===== config.mk =====
export PLATFORM = sky130hd
export DESIGN_NAME = fir_tap_sequencer
export DESIGN_NICKNAME = d
export VERILOG_FILES = /design/src/rtl/fir_tap_sequencer.sv
export SDC_FILE = /design/constraint.sdc
export NUM_CORES = 1
export LEC_CHECK = 0
export ABC_AREA = 1
export BUFFER_PORTS_ARGS = -buffer_cell sky130_fd_sc_hd__buf_2
export CORE_MARGIN = 2
export CORE_UTILIZATION = 35
export CTS_BUF_LIST = sky130_fd_sc_hd__clkbuf_16
export DETAILED_ROUTE_END_ITERATION = 16
export GPL_ROUTABILITY_DRIVEN = 0
export PLACE_DENSITY = 0.54
export SLEW_MARGIN = 20
export SYNTH_ARGS = -nofsm -noshare
export SYNTH_HDL_FRONTEND = slang
export SYNTH_SLANG_ARGS = --single-unit

===== constraint.sdc =====
create_clock -name clk -period 1.63 [get_ports clk]
set_input_delay 0.0815 -clock clk [delete_from_list [all_inputs] [get_ports clk]]
set_output_delay 0.0815 -clock clk [all_outputs]
set_load 0.05 [all_outputs]

===== src/rtl/fir_tap_sequencer.sv =====
// Sequences FIR coefficients to an external MAC for each input sample, then
// scales and saturates the MAC result and holds it until downstream takes it.
module fir_tap_sequencer #(
    parameter int NTAPS  = 4,
    parameter int OSHIFT = 15
) (
    input  logic               clk,
    input  logic               reset_n,
    input  logic               sample_valid,
    output logic               sample_ready,
    output logic               win_en,
    output logic signed [15:0] tap,
    output logic [7:0]         tapnum,
    input  logic               dsp_done,
    input  logic signed [31:0] dsp_output,
    input  logic               coef_we,
    input  logic [7:0]         coef_addr,
    input  logic signed [15:0] coef_data,
    output logic               y_valid,
    input  logic               y_ready,
    output logic signed [15:0] y,
    output logic               overrun
);

    localparam logic [7:0] TAP_DONE = 8'(NTAPS);
    localparam logic [7:0] TAP_LAST = 8'(NTAPS - 1);

    typedef enum logic [2:0] {IDLE, SHIFT, RUN, WAIT, OUT} state_t;

    state_t             state_reg;
    logic signed [15:0] coef_reg [NTAPS];
    logic               coef_wr_ok;
    logic [7:0]         rd_idx;
    logic signed [15:0] coef_rd;
    logic signed [31:0] shifted;
    logic signed [15:0] y_sat;

    assign coef_wr_ok = (state_reg == IDLE) && coef_we && (coef_addr < TAP_DONE);

    // Coefficient for the tap presented next cycle: 0 when leaving SHIFT, tapnum+1 in RUN.
    always_comb begin
        rd_idx  = (state_reg == RUN) ? tapnum + 8'd1 : 8'd0;
        coef_rd = '0;
        for (int i = 0; i < NTAPS; i++) begin
            if (rd_idx == 8'(i)) begin
                coef_rd = coef_reg[i];
            end
        end
    end

    always_comb begin
        shifted = dsp_output >>> OSHIFT;
        if (shifted > 32'sd32767) begin
            y_sat = 16'sh7FFF;
        end else if (shifted < -32'sd32768) begin
            y_sat = 16'sh8000;
        end else begin
            y_sat = shifted[15:0];
        end
    end

    always_ff @(posedge clk or negedge reset_n) begin
        if (!reset_n) begin
            for (int i = 0; i < NTAPS; i++) begin
                coef_reg[i] <= '0;
            end
        end else if (coef_wr_ok) begin
            for (int i = 0; i < NTAPS; i++) begin
                if (coef_addr == 8'(i)) begin
                    coef_reg[i] <= coef_data;
                end
            end
        end
    end

    always_ff @(posedge clk or negedge reset_n) begin
        if (!reset_n) begin
            state_reg    <= IDLE;
            sample_ready <= 1'b1;
            win_en       <= 1'b0;
            tap          <= '0;
            tapnum       <= TAP_DONE;
            y_valid      <= 1'b0;
            y            <= '0;
            overrun      <= 1'b0;
        end else begin
            win_en <= 1'b0;
            // Strobes arriving while busy are lost; flag it until reset.
            if (sample_valid && state_reg != IDLE) begin
                overrun <= 1'b1;
            end
            case (state_reg)
                IDLE: begin
                    if (sample_valid) begin
                        state_reg    <= SHIFT;
                        sample_ready <= 1'b0;
                        win_en       <= 1'b1;
                    end
                end
                SHIFT: begin
                    state_reg <= RUN;
                    tapnum    <= 8'd0;
                    tap       <= coef_rd;
                end
                RUN: begin
                    if (tapnum == TAP_LAST) begin
                        state_reg <= WAIT;
                        tapnum    <= TAP_DONE;
                    end else begin
                        tapnum <= tapnum + 8'd1;
                        tap    <= coef_rd;
                    end
                end
                WAIT: begin
                    if (dsp_done) begin
                        state_reg <= OUT;
                        y         <= y_sat;
                        y_valid   <= 1'b1;
                    end
                end
                OUT: begin
                    if (y_ready) begin
                        state_reg    <= IDLE;
                        y_valid      <= 1'b0;
                        sample_ready <= 1'b1;
                    end
                end
                default: begin
                    state_reg    <= IDLE;
                    sample_ready <= 1'b1;
                    tapnum       <= TAP_DONE;
                end
            endcase
        end
    end

endmodule


==> out/qor.csv <==
metric,value,unit
final_core_util,0.552,
track_usage,0.210,
finClkSkew,0.0100,ns
violations,negative setup slack,
drive_above_1_share,0.505,
p_sw_frac,0.462,
slew_headroom,0.443,
finalCritPeriodShare,1.22,
drc,0,
min_path_type,in2reg,
clk_path_buf_depth,2,
synth.avg_cell_area,8.01,um^2
clockPowerShare,0.165,
timing.final.hold_violations,0,
vias,5260,
critPathTopFamily,simple AND/OR/NAND/NOR gates,
period_needed,1.99,ns
synth_top_area_share,0.497,
regArea,0.00279,mm^2
yosys.area.top_type,dfrtp_1,
synthArstFlopShare,1.00,
grt_overflow,0,
p_sw,5.87,mW
grt_pass1_wl,27000,um
largest_register_ffs,64,
clk_pin_slew,0.08,ns
numCtsBuffers,9,
fin_tns_setup,-16.63,ns
synth_warnings,0,
yosys-top-cells-area,"dfrtp_1, nand2_1, o21ai_0",
wl_per_cell,16.5,um
wl,17600,um
endpoint_kind,register,
intPower,6.84,mW
max_stage_delay,0.64,ns
core_area,0.0153,mm^2
synth-seq-cells,111,
die_w,129,um
rows,45,
cts_tree,yes,
dp_hpwl,9880,um
multi_input_area,0.00314,mm^2
critPathKind,reg2reg,
synth.most_common_cell,nand2_1,
antennaDiodeCount,0,
clk_latency,0.37,ns
grt_pass1_vias,5224,
antenna_found_initial,0,
crit_chain,nand2_4 > nor2_8 > nand2_2 > nand2_2 > nand2_2 > nor2_4 > nand2_4 > nor2_8 > buf_12 > nand2_1 > nand3_1 > nand2_1 > nand2_1,
cts-root-buf,clkbuf_16,
yosysUniqueCellTypes,35,
syn_area,0.00549,mm^2
start_util,0.360,
nNetsFinal,916,
crit_required,1.95,ns
place_area,0.00679,mm^2
ctsHtreeMaxLevel,3,
start_kind,register,
finalNonFillerCells,1068,
clkSinkCount,111,
pwr-share-comb,0.561,
max-vdd-ir-drop,1160,uV
via_per_inst,4.93,
cp_max_fo,7,
die_area,0.0167,mm^2
hold_ws,0.0173,ns
firstDrtPassIters,4,
die_y,129,um
areaGrowthSynthToFinish,53.5,%
grt_max_degree,53,
final-max-slew-violation-count,0,
netlist_top_cells_count,"nand2_1, dfrtp_1, o21ai_0, inv_1, nor2_1",
synth-main-ff-cell,dfrtp_1,
syn_inst,686,
power.density,1510,mW/mm^2
maxCapViolCount,0,
p_leak,4.25,nW
synth_edf_count,0,
slowest_stage,dfstp_2,
setup_viol,98,
arrival,2.31,ns
io_buffer_count,90,
tightest_slew,0.828,ns
fin_ws,-0.362,ns
final_antenna_net_count,0,
fill_cells,1361,
grt_setup_unrepaired,true,
fmaxAchievable,0.502,GHz
p_seq_frac,0.274,
dp_cells,1019,
io_pins,106,
synth.yosys.seq_area_share,0.506,
drtIter0Drc,325,
final_area,0.00843,mm^2
synth_fp_nets,749,
critical_path_buf_inv_count,1,
status,"finished, violations left",
## placed cells by master (no fill, tap or decap), types with 6 or more instances in the layout
cell,Yosys,final
nand4_1,16,16
o21ai_2,1,55
nand2_4,2,52
buf_12,0,18
dfrtp_2,0,6
buf_4,3,50
buf_6,3,8
buf_16,0,9
inv_1,72,69
nand3_2,1,16
o21ai_1,3,26
inv_2,8,9
nor2_4,4,8
buf_2,6,89
nor2_1,51,48
nand2_1,211,112
dfrtp_1,109,102
nand2_2,15,59
nor2_2,15,14
nand3_1,39,24
clkbuf_16,0,11
## timing repair
action	CTS	global route
hold buffers	5	0
pin swaps	35	30
setup buffers	12	2
endpoints found under the setup margin	98	99
gates resized for setup	171	163
endpoints found under the hold margin	34	0
cloned	12	4
## per-stage QoR
stage / setup WS, ns / total power, mW
after floorplan: -0.359 / 7.43
after global placement: -0.267 / 9.66
after detailed placement: -0.287 / 9.74
after CTS: -0.284 / 12.5
after global routing: -0.449 / 13.4
final: -0.362 / 12.7
## per-layer routing
metal / track usage / vias up / routed length [um]
met5: 0 / - / 0
met4: 0.0793 / 0 / 512
met3: 0.0392 / 40 / 841
met2: 0.343 / 132 / 8540
met1: 0.277 / 2564 / 7670
li1: - / 2524 / -
## final timing paths
check / startpoint / to / slack [ns] / cells after the start
worst max-delay path: tapnum[2] / tap[0] / -0.36 / 13
worst min-delay path: coef_data[6] / coef_reg[6] / 0.02 / 3
worst max register to register: tapnum[2] / tap[0] / -0.36 / 13
worst min register to register: overrun / overrun / 0.47 / 1
max in group asynchronous: reset_n / coef_reg[56] / 0.75 / 3
min in group asynchronous: reset_n / y[0] / 0.20 / 2
## worst reg2reg max path, cell delays in order (launching register included)
cell     delay, ns
dfstp_2       0.64
nand2_4       0.09
nor2_8        0.15
nand2_2       0.08
nand2_2       0.06
nand2_2       0.06
nor2_4        0.13
nand2_4       0.12
nor2_8        0.20
buf_12        0.12
nand2_1       0.07
nand3_1       0.10
nand2_1       0.07
nand2_1       0.06
## final cells by class
| type | count | share of cell area |
|---|---|---|
| Tap cell | 211 | 0.0313 |
| Sequential cell | 111 | 0.331 |
| Inverter | 81 | 0.0379 |
| Clock inverter | 6 | 0.00431 |
| Timing Repair Buffer | 181 | 0.192 |
| Timing Repair inverter | 3 | 0.00371 |
| Clock buffer | 9 | 0.0267 |
| Multi-Input combinational cell | 466 | 0.373 |
## power groups by stage
stage | combinational, mW | clock [mW] | sequential (mW)
finish | 7.13 | 2.10 | 3.48
floorplan | 2.83 | 0 | 4.60
CTS | 6.91 | 2.12 | 3.44
global placement | 6.19 | 0 | 3.47
global route | 7.65 | 2.23 | 3.54
detailed placement | 6.26 | 0 | 3.47
## cells by family (layout without fill, tap and decap cells)
kind of cell,Yosys count,count (layout),synth area share
AOI/OAI and AO/OA,99,99,0.0946
xor gates and xnor gates,1,1,0.00296
adders and majority gates,1,1,0.00228
buffers and inverters,109,280,0.0850
DFF,111,111,0.506
and+or+nand+nor,365,365,0.309
No activity file was read; power rests on OpenSTA's default activity.
